--- src/rtl/synth_pkg.sv ---
// synth_pkg: shared definitions for the synth voice stages (state encoding, sample width).
package synth_pkg;
    localparam int SAMPLE_W = 8;
    typedef enum logic [2:0] {
        IDLE    = 3'd0,
        ATTACK  = 3'd1,
        DECAY   = 3'd2,
        SUSTAIN = 3'd3,
        RELEASE = 3'd4
    } state_t;
endpackage

--- src/rtl/tick_divider.sv ---
// tick_divider: free-running prescaler that pulses Tick once every TICK_DIV clocks.
module tick_divider #(
    parameter int TICK_DIV = 256
) (
    input  logic Clock,
    input  logic Reset,
    output logic Tick
);
    localparam int W = TICK_DIV > 1 ? $clog2(TICK_DIV) : 1;
    localparam logic [W-1:0] LAST = W'(TICK_DIV - 1);
    logic [W-1:0] count;
    assign Tick = count == LAST;
    always_ff @(posedge Clock or posedge Reset)
        if (Reset) count <= '0;
        else count <= Tick ? '0 : count + 1'b1;
endmodule

--- src/rtl/adsr_envelope.sv ---
// adsr_envelope: ADSR amplitude envelope applied to the waveform generator output.
// Define ADSR_EXP_RELEASE_EN for an exponential-like release tail instead of linear.
module adsr_envelope
    import synth_pkg::*;
#(
    parameter int TICK_DIV = 256
) (
    input  logic                Clock,
    input  logic                Reset,
    input  logic                Gate,
    input  logic [SAMPLE_W-1:0] AttackRate,
    input  logic [SAMPLE_W-1:0] DecayRate,
    input  logic [SAMPLE_W-1:0] Sustain,
    input  logic [SAMPLE_W-1:0] ReleaseRate,
    input  logic [SAMPLE_W-1:0] Waveform,
    output logic [SAMPLE_W-1:0] Sample,
    output logic [SAMPLE_W-1:0] EnvLevel,
    output logic                Active
);
    state_t state, state_n;
    logic [SAMPLE_W-1:0] level, level_n, rel_step;
    logic [SAMPLE_W:0] attack_sum;
    logic gate_d, tick, rise, fall;

    tick_divider #(.TICK_DIV(TICK_DIV)) u_tick (.Clock(Clock), .Reset(Reset), .Tick(tick));

    assign rise = Gate & ~gate_d;
    assign fall = ~Gate & gate_d;
    assign attack_sum = {1'b0, level} + {1'b0, AttackRate};
    assign EnvLevel = level;

`ifdef ADSR_EXP_RELEASE_EN
    logic [SAMPLE_W-1:0] rel_scaled;
    assign rel_scaled = SAMPLE_W'((16'(level) * 16'(ReleaseRate)) >> 8);
    // never stall the tail once a non-zero rate is requested
    assign rel_step = (ReleaseRate != '0 && rel_scaled == '0) ? SAMPLE_W'(1) : rel_scaled;
`else
    assign rel_step = ReleaseRate;
`endif

    always_comb begin
        state_n = state;
        level_n = level;
        if (rise) state_n = ATTACK;
        else if (fall) state_n = (state == IDLE || state == RELEASE) ? state : RELEASE;
        else if (state == SUSTAIN) level_n = Sustain;
        else if (tick)
            case (state)
                ATTACK: begin
                    state_n = attack_sum >= 9'd255 ? DECAY : ATTACK;
                    level_n = attack_sum >= 9'd255 ? 8'd255 : attack_sum[SAMPLE_W-1:0];
                end
                DECAY: begin
                    state_n = {1'b0, level} <= {1'b0, Sustain} + {1'b0, DecayRate} ? SUSTAIN : DECAY;
                    level_n = {1'b0, level} <= {1'b0, Sustain} + {1'b0, DecayRate} ? Sustain : level - DecayRate;
                end
                RELEASE: begin
                    state_n = (ReleaseRate != '0 && level <= ReleaseRate) ? IDLE : RELEASE;
                    level_n = (ReleaseRate != '0 && level <= ReleaseRate) ? '0 : level - rel_step;
                end
                default: ;
            endcase
    end

    always_ff @(posedge Clock or posedge Reset)
        if (Reset) begin
            state  <= IDLE;
            level  <= '0;
            gate_d <= 1'b0;
            Sample <= '0;
            Active <= 1'b0;
        end else begin
            state  <= state_n;
            level  <= level_n;
            gate_d <= Gate;
            Sample <= SAMPLE_W'((16'(Waveform) * (16'(level) + 16'd1)) >> 8);
            Active <= state_n != IDLE;
        end
endmodule

--- config.mk ---
export PLATFORM = sky130hd
export DESIGN_NAME = adsr_envelope
export DESIGN_NICKNAME = d
export VERILOG_FILES = /design/src/rtl/synth_pkg.sv /design/src/rtl/tick_divider.sv /design/src/rtl/adsr_envelope.sv
export SDC_FILE = /design/constraint.sdc
export NUM_CORES = 1
export LEC_CHECK = 0
export ABC_AREA = 1
export CAP_MARGIN = 40
export CORE_ASPECT_RATIO = 0.9
export CORE_UTILIZATION = 53
export DETAILED_ROUTE_END_ITERATION = 16
export GPL_TIMING_DRIVEN = 1
export PLACE_DENSITY = 0.82
export SYNTH_ARGS = -nofsm -noshare
export SYNTH_HDL_FRONTEND = slang
export SYNTH_SLANG_ARGS = --single-unit
--- constraint.sdc ---
create_clock -name Clock -period 4.45 [get_ports Clock]
set_input_delay 1.1125 -clock Clock [delete_from_list [all_inputs] [get_ports Clock]]
set_output_delay 1.1125 -clock Clock [all_outputs]
set_load 0.005 [all_outputs]
==> run metrics <==
minimum clock period=4.67 ns; H-Tree Depth=2; port bufs=59; setup violators final=8; kind of critical path=in2reg; Largest stage delay, worst path=0.54 ns; all-layer global routing usage=32.9%; clock latency on the worst-skew pair=0.28 ns; power per cell area=958 nW/um2; Net Count, Synth=924; CP delay by family, top=adder cells; grt ovf=0; mux share of post-synthesis cell area=0%; Final Hold Fails=0; Avg Inst Size Synth=7.07 um2; skew final=0.00618 ns; Initial Util=55.0%; die width=108 um; post-synthesis sequential area ratio=13.5%; # fillers=684; vias in the first global route=5,777; Gate Count Post-Synth=762; IO Count=60; Met3 Wirelength=1370 um; CTS buffer count=5; maxcap violations=0; # clock sinks=29; leading cell types in the layout, fill and taps excluded=nand2_1 (151), inv_1 (146), buf_4 (78); Vias/cell=5.55; failing checks=setup timing; Synth Area in XOR/XNOR=5.53%; r2r setup slk=-0.20 ns; Die Height=97.6 um; most common cell after layout, fill and taps aside=nand2_1; worst path bufs/invs=4; Tot Pwr=7090 uW; share of post-route cells with drive strength above 1=21.9%; final setup margin=-0.221 ns; Fmax=214 MHz; Max Used Layer=met4; CTS root buffer=clkbuf_16; Worst Hold Class=reg2reg; Wirelength per Cell=16.4 um; RSZ-0062 raised after global routing=yes; #FFs+latches synth=29; status=finished, violations left; complex-gate fraction of the synthesized area=7.97%; Max Buffers Root-to-Sink=2; most used cell, CP=fa_1; M1 wire length=6830 um; crit-path cells=buf_8 > clkinvlp_4 > nor2_4 > fa_1 > fa_1 > fa_1 > inv_2 > fa_1 > inv_2 > ha_4 > a21oi_4 > o21ai_2 > o21bai_4 > nand2_2 > nand2_4 > nand3b_1 > nand2_1 > xor2_1; Simple-Gate Fraction of Synth Area=27.8%; Slew Limit Fails=0; Antenna Nets Post-Route=0; Synth Warn #=0; worst-path fanout max=4; diode count=0; Pleak=0.00398 uW; main combinational cell family by area after synthesis=adder cells; clock-pin slew on the worst setup and hold paths=0.06 ns; CP max stage cell=fa_1; Die ar.=10,600 um2; Post-DP HPWL=12,400 um; Mapped Area=5380 um2; vias=5,793; period utilization=105%; CP endpoint kind=register; Layout Nets=1,078; Rows=34; critical path startpoint category=input port; CTS tree=yes; drt initial violations=532; # DRC=0; setup TNS=-1.30 ns; area share of fa/ha/maj cells after synthesis=33.8%; metal2 WL=8190 um; first-pass GRT wire length=26,900 um; gpl congestion=0.934; DRT Pass-1 Iters=5; Arrival @ worst endpoint=4.85 ns; largest net degree at the start of global routing=22; Relative slew margins=63.7%; hold_buf cts=0; post-layout util=75.7%; CP Data Required Time=4.63 ns; initial antenna violation count=0; Area growth, synth to finish=37.5%; Yosys cell types=42; Routed WL=17,200 um; area of the core=9780 um2; Slew @ Worst Pin=0.542 ns; Peak VDD IR=1.28 mV
[kinds of logic (layout without fill, tap and decap cells)]
logic type                 after synthesis  after routing
and+or+nand+nor                        343            343
buffers and inverters                  164            319
adders and majority gates              119            119
AOI/OAI and AO/OA                       73             73
xor gates and xnor gates                34             34
DFF                                     29             29
[sequential cells by signal, summed over array words and instances (netlist names)]
register,count
state,3
u_tick.count,8
gate_d,1
Active,1
EnvLevel,8
Sample,8
[power breakdown]
part	switching (uW)	internal [uW]	total [uW]
logic	3290	3000	6280
clock network	138	265	403
registers	45.5	361	407
[routing by layer]
metal | vias up | track usage (%)
met4 | 0 | 13.1
li1 | 2702 | -
met1 | 2723 | 42.1
met5 | - | 0
met3 | 74 | 5.57
met2 | 294 | 54.8
[layout make-up]
| type | count | area, um2 | share of cell area [%] |
|---|---|---|---|
| multi-input cells | 569 | 4420 | 59.7 |
| repair buffers | 148 | 1300 | 17.5 |
| flip-flops and latches | 29 | 728 | 9.84 |
| inverters | 163 | 628 | 8.48 |
| well taps | 126 | 158 | 2.13 |
| clock buffers | 5 | 125 | 1.69 |
| clock inverters | 3 | 46.3 | 0.625 |
[through the flow]
step / cells / area (um2) / setup WS (ns) / hold slack (ns)
5_1_grt: 1043 / 7400 / -0.315 / 0.510
4_1_cts: 1028 / 7210 / -0.0454 / 0.485
3_5_place_dp: 1006 / 6680 / -0.885 / 0.478
2_1_floorplan: 762 / 5470 / -0.00814 / 0.433
3_3_place_gp: 1004 / 6650 / -0.725 / 0.449
6_report: 1043 / 7400 / -0.221 / 0.470
[worst paths after layout]
kind	depth (start not counted)	startpoint	to
min in group asynchronous	2	Reset	Sample[0]
max	18	Waveform[3]	Sample[6]
min	1	u_tick.count[0]	u_tick.count[0]
max in group asynchronous	3	Reset	EnvLevel[0]
max reg2reg	21	EnvLevel[2]	Sample[6]
min reg2reg	1	u_tick.count[0]	u_tick.count[0]
[synthesized netlist by cell type, drive strengths merged]
library cell,number,area (um2)
nand2,168,658
inv,163,612
nor2,91,354
ha,75,938
nand3,50,260
a21oi,44,228
fa,44,881
dfrtp,29,726
xor2,26,228
nand4,17,106
o21ai,15,78.8
xnor2,8,70.1
or2,6,37.5
nor3,4,25.0
o21bai,4,41.3
a21o,2,15.0
a31oi,2,18.8
nand3b,2,15.0
nor3b,2,20.0
nor4,2,12.5
o21a,2,15.0
a211oi,1,7.51
a21boi,1,7.51
and3,1,6.26
buf,1,5.00
o211a,1,10.0
o211ai,1,7.51
[worst register-to-register path: cells and delay by family (launching register included)]
family          cells  cell delay [ns]
buf+inv             4             0.37
fa+ha+maj           5             2.31
simple gates        7             0.55
compound gates      3             0.44
flops               1             0.41
xor+xnor            2             0.43
[timing repair]
action / CTS / global route
buffers inserted: 14 / 15
pin swaps: 48 / 26
resized for setup: 90 / 22
endpoints found under the setup margin: 8 / 8
cloned: 0 / 0
(Power assumes the default switching activity.)
